==> src/rtl/pwm_multi_ch.sv <==
`default_nettype none
// ============================================================================
// Module   : pwm_multi_ch
// Brief    : Multi-channel PWM generator configured by 4-beat UDP parameter
//            frames. Optional macro PWM_SHADOW_UPDATE_EN defers parameter
//            updates to the channel's period wrap.
// Revision : 1.0 - initial release
// ============================================================================
module pwm_multi_ch #(
  parameter int          PWM_NUM      = 5,
  parameter logic [15:0] ID_PWM_PARAM = 16'd0,
  parameter int unsigned CLK_FREQ     = 32'd100000000
) (
  input  logic               clk,
  input  logic               rst,
  input  logic [31:0]        rx_axis_udp_tdata,
  input  logic               rx_axis_udp_tvalid,
  input  logic               rx_axis_udp_tlast,
  output logic [PWM_NUM-1:0] pwm
);

  typedef enum logic [2:0] {
    S_IDLE = 3'd0,
    S_DIV1 = 3'd1,
    S_MUL  = 3'd2,
    S_DIV2 = 3'd3,
    S_LOAD = 3'd4
  } state_t;

  // ---------------------------------------------------------------- parser
  logic [1:0]  beat_q;
  logic        drop_q;
  logic        hdr_ok_q;
  logic [7:0]  ch_q;
  logic [31:0] freq_q;
  logic [7:0]  duty_q;
  logic        w_frame_ok;

  assign w_frame_ok = rx_axis_udp_tvalid && rx_axis_udp_tlast &&
                      (beat_q == 2'd3) && !drop_q && hdr_ok_q;

  always_ff @(posedge clk) begin
    if (rst) begin
      beat_q   <= 2'd0;
      drop_q   <= 1'b0;
      hdr_ok_q <= 1'b0;
      ch_q     <= 8'd0;
      freq_q   <= 32'd0;
      duty_q   <= 8'd0;
    end else if (rx_axis_udp_tvalid) begin
      case (beat_q)
        2'd0: begin
          hdr_ok_q <= (rx_axis_udp_tdata[31:16] == ID_PWM_PARAM) &&
                      ({24'd0, rx_axis_udp_tdata[15:8]} < 32'(PWM_NUM));
          ch_q     <= rx_axis_udp_tdata[15:8];
        end
        2'd1:    freq_q <= rx_axis_udp_tdata;
        2'd2:    duty_q <= rx_axis_udp_tdata[31:24];
        default: ;
      endcase
      // Beats past b3 without tlast poison the frame until tlast resyncs.
      if (rx_axis_udp_tlast) begin
        beat_q <= 2'd0;
        drop_q <= 1'b0;
      end else if (beat_q == 2'd3) begin
        drop_q <= 1'b1;
      end else begin
        beat_q <= beat_q + 2'd1;
      end
    end
  end

  // ------------------------------------------------------------ calculator
  state_t      state_q, state_d;
  logic [4:0]  step_q;
  logic [31:0] rem_q, quo_q, div_q;
  logic [31:0] res_per_q, res_high_q;
  logic [7:0]  calc_ch_q;
  logic        calc_en_q;
  logic [6:0]  calc_duty_q;

  logic [32:0] w_rem_sh;
  logic        w_ge;
  logic [31:0] w_rem_nx, w_quo_nx;
  logic [39:0] w_prod;

  // Restoring step; rem_q may start non-zero so a 40-bit dividend whose
  // quotient fits 32 bits still completes in 32 steps.
  assign w_rem_sh = {rem_q, quo_q[31]};
  assign w_ge     = (w_rem_sh >= {1'b0, div_q});
  assign w_rem_nx = w_ge ? 32'(w_rem_sh - {1'b0, div_q}) : w_rem_sh[31:0];
  assign w_quo_nx = {quo_q[30:0], w_ge};
  assign w_prod   = 40'(res_per_q) * 40'(calc_duty_q);

  always_comb begin
    state_d = state_q;
    case (state_q)
      S_IDLE: if (w_frame_ok) state_d = (freq_q == 32'd0) ? S_LOAD : S_DIV1;
      S_DIV1: if (step_q == 5'd31) state_d = S_MUL;
      S_MUL:  state_d = S_DIV2;
      S_DIV2: if (step_q == 5'd31) state_d = S_LOAD;
      S_LOAD: state_d = S_IDLE;
      default: state_d = S_IDLE;
    endcase
  end

  always_ff @(posedge clk) begin
    if (rst) state_q <= S_IDLE;
    else     state_q <= state_d;
  end

  always_ff @(posedge clk) begin
    if (rst) begin
      step_q      <= 5'd0;
      rem_q       <= 32'd0;
      quo_q       <= 32'd0;
      div_q       <= 32'd0;
      res_per_q   <= 32'd0;
      res_high_q  <= 32'd0;
      calc_ch_q   <= 8'd0;
      calc_en_q   <= 1'b0;
      calc_duty_q <= 7'd0;
    end else begin
      case (state_q)
        S_IDLE: if (w_frame_ok) begin
          calc_ch_q   <= ch_q;
          calc_en_q   <= rx_axis_udp_tdata[24];
          calc_duty_q <= (duty_q > 8'd100) ? 7'd100 : duty_q[6:0];
          rem_q       <= 32'd0;
          quo_q       <= CLK_FREQ;
          div_q       <= freq_q;
          step_q      <= 5'd0;
          res_per_q   <= 32'd0;
          res_high_q  <= 32'd0;
        end
        S_DIV1: begin
          rem_q  <= w_rem_nx;
          quo_q  <= w_quo_nx;
          step_q <= step_q + 5'd1;
          if (step_q == 5'd31) res_per_q <= w_quo_nx;
        end
        S_MUL: begin
          rem_q  <= {24'd0, w_prod[39:32]};
          quo_q  <= w_prod[31:0];
          div_q  <= 32'd100;
          step_q <= 5'd0;
        end
        S_DIV2: begin
          rem_q  <= w_rem_nx;
          quo_q  <= w_quo_nx;
          step_q <= step_q + 5'd1;
          if (step_q == 5'd31) res_high_q <= w_quo_nx;
        end
        default: ;
      endcase
    end
  end

  logic w_load;
  logic w_load_en;
  assign w_load    = (state_q == S_LOAD);
  assign w_load_en = calc_en_q && (res_per_q != 32'd0);

  // -------------------------------------------------------------- channels
  for (genvar n = 0; n < PWM_NUM; n++) begin : g_ch
    logic [31:0] ch_per_q, ch_high_q, cnt_q;
    logic        en_q, out_q;
    logic        w_ld, w_wrap;

    assign w_ld   = w_load && (calc_ch_q == 8'(n));
    assign w_wrap = (cnt_q == 32'(ch_per_q - 32'd1));

`ifdef PWM_SHADOW_UPDATE_EN
    logic [31:0] sh_per_q, sh_high_q;
    logic        sh_en_q, pend_q, w_apply;

    // Pending values take over at the wrap, or at once when either the
    // running or the new setting is disabled.
    assign w_apply = pend_q && (!en_q || !sh_en_q || w_wrap);

    always_ff @(posedge clk) begin
      if (rst) begin
        sh_per_q  <= 32'd0;
        sh_high_q <= 32'd0;
        sh_en_q   <= 1'b0;
        pend_q    <= 1'b0;
        ch_per_q  <= 32'd0;
        ch_high_q <= 32'd0;
        en_q      <= 1'b0;
        cnt_q     <= 32'd0;
      end else begin
        if (w_ld) begin
          sh_per_q  <= res_per_q;
          sh_high_q <= res_high_q;
          sh_en_q   <= w_load_en;
          pend_q    <= 1'b1;
        end else if (w_apply) begin
          pend_q    <= 1'b0;
        end
        if (w_apply) begin
          ch_per_q  <= sh_per_q;
          ch_high_q <= sh_high_q;
          en_q      <= sh_en_q;
          cnt_q     <= 32'd0;
        end else if (en_q) begin
          cnt_q <= w_wrap ? 32'd0 : cnt_q + 32'd1;
        end else begin
          cnt_q <= 32'd0;
        end
      end
    end
`else
    always_ff @(posedge clk) begin
      if (rst) begin
        ch_per_q  <= 32'd0;
        ch_high_q <= 32'd0;
        en_q      <= 1'b0;
        cnt_q     <= 32'd0;
      end else if (w_ld) begin
        ch_per_q  <= res_per_q;
        ch_high_q <= res_high_q;
        en_q      <= w_load_en;
        cnt_q     <= 32'd0;
      end else if (en_q) begin
        cnt_q <= w_wrap ? 32'd0 : cnt_q + 32'd1;
      end else begin
        cnt_q <= 32'd0;
      end
    end
`endif

    always_ff @(posedge clk) begin
      if (rst) out_q <= 1'b0;
      else     out_q <= en_q && (cnt_q < ch_high_q);
    end

    assign pwm[n] = out_q;
  end

endmodule

`default_nettype wire

==> config.mk <==
export PLATFORM = sky130hd
export DESIGN_NAME = pwm_multi_ch
export DESIGN_NICKNAME = d
export VERILOG_FILES = /design/src/rtl/pwm_multi_ch.sv
export SDC_FILE = /design/constraint.sdc
export NUM_CORES = 2
export LEC_CHECK = 0
export CAP_MARGIN = 15
export CORE_MARGIN = 2
export CORE_UTILIZATION = 40
export CTS_CLUSTER_SIZE = 24
export DETAILED_ROUTE_END_ITERATION = 6
export GPL_ROUTABILITY_DRIVEN = 1
export SYNTH_ARGS = -nofsm -noshare
export SYNTH_HDL_FRONTEND = slang
export SYNTH_SLANG_ARGS = --single-unit
==> constraint.sdc <==
create_clock -name clk -period 17.1 [get_ports clk]
set_clock_uncertainty 0.15 [all_clocks]
set_input_delay 1.71 -clock clk [delete_from_list [all_inputs] [get_ports clk]]
set_output_delay 1.71 -clock clk [all_outputs]
set_load 0.05 [all_outputs]
==> impl_metrics.sql <==
INSERT INTO impl_metrics (metric_group, metric, value, unit) VALUES
('synth', 'synth_area_per_cell', '7.79', 'um^2'),
('worst_setup_path', 'worst-setup-path-type', 'flop to flop', ''),
('layout', 'register_area', '14500', 'um^2'),
('power_and_ir_drop', 'power_density', '73.5', 'nW/um^2'),
('synth', 'yosys-mux-area-fraction', '0.00364', ''),
('power_and_ir_drop', 'worst_ir_drop_vdd', '0.0684', 'mV'),
('placement', 'place.gp.congestion', '0.910', ''),
('floorplanning', 'ios', '41', ''),
('global_routing', 'overflow', '0', ''),
('floorplanning', 'initial_util', '0.403', ''),
('synth', 'yosys.area_share.adder', '0.138', ''),
('flow_run', 'cap_violations', '0', ''),
('route', 'average_via_count_per_standard_cell', '5.48', ''),
('timing', 'tns', '0', 'ns'),
('global_routing', 'number_of_antenna_violations_at_the_first_check_in_global_routing', '2', ''),
('power_and_ir_drop', 'switching_power', '0.837', 'mW'),
('timing', 'setup_repair_after_global_routing_missed_its_margin', 'no', ''),
('synth', 'synth_nets', '6267', ''),
('cts', 'cts.htree.levels', '3', ''),
('route', 'routed-via-count', '39700', ''),
('synth', 'synth-seq-cells', '726', ''),
('cts', 'clock_sink_count', '726', ''),
('synth', 'combinational_family_with_the_most_area_after_synthesis', 'simple AND/OR/NAND/NOR gates', ''),
('worst_setup_path', 'worst_ep_arrival_time', '6.91', 'ns'),
('synth', 'number_of_enable_type_register_cells_in_the_synthesized_netlist', '0', ''),
('global_routing', 'grt_usage', '0.244', ''),
('synth', 'synth_compound_area_frac', '0.148', ''),
('run_status', 'status', 'finished clean', ''),
('power_and_ir_drop', 'internal_cell_power', '2.82', 'mW'),
('timing', 'fin_crit', '6.53', 'ns'),
('floorplanning', 'floorplan.die.height', '341', 'um'),
('route', 'drt_iter0_markers', '3181', ''),
('cts', 'ctsHoldBuffers', '0', ''),
('layout', 'fill_cells', '11300', ''),
('timing', 'final-max-slew-violation-count', '0', ''),
('route', 'final_antenna_net_count', '0', ''),
('worst_setup_path', 'kind_of_launch_point_of_the_worst_setup_path', 'flop', ''),
('timing', 'max-slew-margin-rel', '0.198', ''),
('layout', 'layout.cells.most_common_list', 'sky130_fd_sc_hd__nand2_1, sky130_fd_sc_hd__dfxtp_1, sky130_fd_sc_hd__a21oi_1', ''),
('cts', 'numCtsBuffers', '85', ''),
('power_and_ir_drop', 'static-leakage-power', '19.0', 'nW'),
('layout', 'fraction_of_final_layout_cells_sized_beyond_drive_strength_1', '0.0478', ''),
('power_and_ir_drop', 'pwr-share-seq', '0.464', ''),
('route', 'drt_drc_violations_left', '0', ''),
('worst_setup_path', 'r2r_start', 'res_per_q[0]$_SDFFE_PP0P_', ''),
('min_path', 'hp-class', 'flop to flop', ''),
('floorplanning', 'area_of_the_die', '116000', 'um^2'),
('synth', 'synth_top_cells_by_area', 'sky130_fd_sc_hd__dfxtp_1, sky130_fd_sc_hd__nand2_1, sky130_fd_sc_hd__ha_1', ''),
('power_and_ir_drop', 'sw_frac_of_total', '0.229', ''),
('placement', 'post-place-cells', '7096', ''),
('cts', 'post-cts-setup-buffers', '0', ''),
('global_routing', 'grt_pass1_wl', '223', 'mm'),
('timing', 'max_freq', '153', 'MHz'),
('timing', 'final-hold-violation-count', '0', ''),
('worst_setup_path', 'crit_path_end_kind', 'flop', ''),
('global_routing', 'first_global_vias', '37200', ''),
('timing', 'timing_worst_slew_pin_value', '1.20', 'ns'),
('layout', 'layout.nets', '6130', ''),
('cts', 'cts_root_buffer_type', 'sky130_fd_sc_hd__clkbuf_16', ''),
('power_and_ir_drop', 'power.clock.fraction', '0.522', ''),
('synth', 'simple_gate_share_of_the_synthesized_area', '0.249', ''),
('synth', 'yosys.area_share.xor_xnor', '0.0783', ''),
('placement', 'port-buffer-count', '40', ''),
('global_routing', 'pin_count_of_the_biggest_net_entering_global_routing', '111', ''),
('floorplanning', 'row_count', '123', ''),
('floorplanning', 'core', '112000', 'um^2'),
('synth', 'synthCells', '5821', ''),
('synth', 'synth-seq-area-share', '0.321', ''),
('synth', 'synthesis.yosys.warnings', '0', ''),
('layout', 'multi_input_comb_area', '28000', 'um^2'),
('timing', 'finalSetupViolations', '0', '');
[routing by layer]
metal,vias up,GRT usage,wire length (um)
met5,-,0,13
met4,2,0.0898,5170
met3,238,0.0362,9280
met2,1122,0.383,64400
met1,19000,0.338,64800
li1,19400,-,-
[critical path, cell delays in order, from the launching register on]
cell and delay, ns:
sky130_fd_sc_hd__dfxtp_1 0.65, sky130_fd_sc_hd__nand2_1 0.16, sky130_fd_sc_hd__fa_1 0.54, sky130_fd_sc_hd__fa_1 0.57, sky130_fd_sc_hd__inv_1 0.07, sky130_fd_sc_hd__fa_1 0.56, sky130_fd_sc_hd__inv_1 0.06, sky130_fd_sc_hd__fa_1 0.54
sky130_fd_sc_hd__inv_1 0.05, sky130_fd_sc_hd__ha_1 0.35, sky130_fd_sc_hd__a21o_1 0.19, sky130_fd_sc_hd__a2111oi_0 0.79, sky130_fd_sc_hd__o31ai_1 0.26, sky130_fd_sc_hd__a211o_1 0.36, sky130_fd_sc_hd__a31o_2 0.27, sky130_fd_sc_hd__a221o_1 0.32
sky130_fd_sc_hd__a21oi_1 0.19, sky130_fd_sc_hd__xor2_1 0.18, sky130_fd_sc_hd__o22ai_1 0.11
[cells by family (layout without fill, tap and decap cells)]
family	count (synthesis)	in the layout
xor+xnor	405	405
buf+inv	728	658
other cells	0	4
mux	16	16
fa+ha+maj	410	410
simple gates	2421	2421
flops	726	726
compound gates	1115	1115
[power groups by stage]
stage	clock network, mW	registers [mW]	logic, mW
6_report	1.91	1.70	0.0498
5_1_grt	2.01	1.70	0.0533
4_1_cts	1.94	1.70	0.0494
3_5_place_dp	0	1.74	0.0494
3_3_place_gp	0	1.74	0.0491
2_1_floorplan	0	1.73	0.0282
[synth_stat cells (9+ instances only)]
library cell / number
sky130_fd_sc_hd__o21ai_0: 138
sky130_fd_sc_hd__nand2_1: 1100
sky130_fd_sc_hd__a211o_1: 10
sky130_fd_sc_hd__nor4_1: 72
sky130_fd_sc_hd__a222oi_1: 15
sky130_fd_sc_hd__nand4_1: 84
sky130_fd_sc_hd__nand2b_1: 45
sky130_fd_sc_hd__o21bai_1: 13
sky130_fd_sc_hd__or3_1: 19
sky130_fd_sc_hd__nor4b_1: 11
sky130_fd_sc_hd__a2111oi_0: 13
sky130_fd_sc_hd__xnor2_1: 234
sky130_fd_sc_hd__a22o_1: 12
sky130_fd_sc_hd__buf_6: 9
sky130_fd_sc_hd__o31ai_1: 15
sky130_fd_sc_hd__a21oi_1: 612
sky130_fd_sc_hd__and2_1: 164
sky130_fd_sc_hd__o41ai_1: 9
sky130_fd_sc_hd__a21o_1: 59
sky130_fd_sc_hd__buf_1: 15
sky130_fd_sc_hd__and4_1: 18
sky130_fd_sc_hd__a211oi_1: 32
sky130_fd_sc_hd__or4_1: 15
sky130_fd_sc_hd__nand4b_1: 10
sky130_fd_sc_hd__and3_1: 62
sky130_fd_sc_hd__nor3b_1: 18
sky130_fd_sc_hd__a31oi_1: 30
sky130_fd_sc_hd__o211ai_1: 21
sky130_fd_sc_hd__nand3_1: 186
sky130_fd_sc_hd__o21a_1: 11
sky130_fd_sc_hd__nor2_1: 415
sky130_fd_sc_hd__mux2i_1: 12
sky130_fd_sc_hd__a32oi_1: 13
sky130_fd_sc_hd__xor2_1: 171
sky130_fd_sc_hd__nor2b_1: 49
sky130_fd_sc_hd__nor3_1: 108
sky130_fd_sc_hd__inv_1: 396
sky130_fd_sc_hd__dfxtp_1: 726
sky130_fd_sc_hd__fa_1: 150
sky130_fd_sc_hd__ha_1: 260
sky130_fd_sc_hd__clkbuf_1: 294
sky130_fd_sc_hd__a22oi_1: 22
[area by class of cell]
cell class	count	area share
multi-input cells	4367	0.563
diodes	4	0.000201
clock buffers	109	0.0472
clock inverters	45	0.0110
inverters	396	0.0299
flip-flops and latches	726	0.292
well taps	1500	0.0377
repair buffers	108	0.0188
[state kept, by name (all words and copies together) (netlist names), 5 cells and up]
| signal | cells |
|---|---|
| div_q | 32 |
| quo_q | 32 |
| res_per_q | 32 |
| rem_q | 32 |
| calc_duty_q | 7 |
| g_ch.cnt_q | 160 |
| ch_q | 8 |
| calc_ch_q | 8 |
| step_q | 5 |
| g_ch.en_q | 5 |
| duty_q | 8 |
| g_ch.ch_high_q | 160 |
| g_ch.out_q | 5 |
| res_high_q | 32 |
| freq_q | 32 |
| g_ch.ch_per_q | 160 |
[per-stage QoR]
stage | power (mW) | worst slack [ns] | hold slack (ns) | instance area, um^2 | util
6_report | 3.66 | 10.57 | 0.298 | 49800 | 0.442
5_1_grt | 3.76 | 10.35 | 0.315 | 49800 | 0.442
3_5_place_dp | 1.78 | 10.64 | 0.293 | 46900 | 0.417
2_1_floorplan | 1.76 | 11.34 | 0.282 | 45300 | -
3_3_place_gp | 1.78 | 10.62 | 0.286 | 46800 | 0.416
4_1_cts | 3.69 | 10.57 | 0.302 | 49800 | 0.442
[worst paths after layout]
| path | end | slack, ns | depth (start not counted) |
|---|---|---|---|
| max | quo_q[31]$_SDFFE_PP0P_ | 10.57 | 18 |
| min | g_ch[2].ch_high_q[11]$_SDFFE_PP0P_ | 0.30 | 2 |
| max reg2reg | quo_q[31]$_SDFFE_PP0P_ | 10.57 | 18 |
| min reg2reg | g_ch[2].ch_high_q[11]$_SDFFE_PP0P_ | 0.30 | 2 |
(Power assumes the default switching activity.)
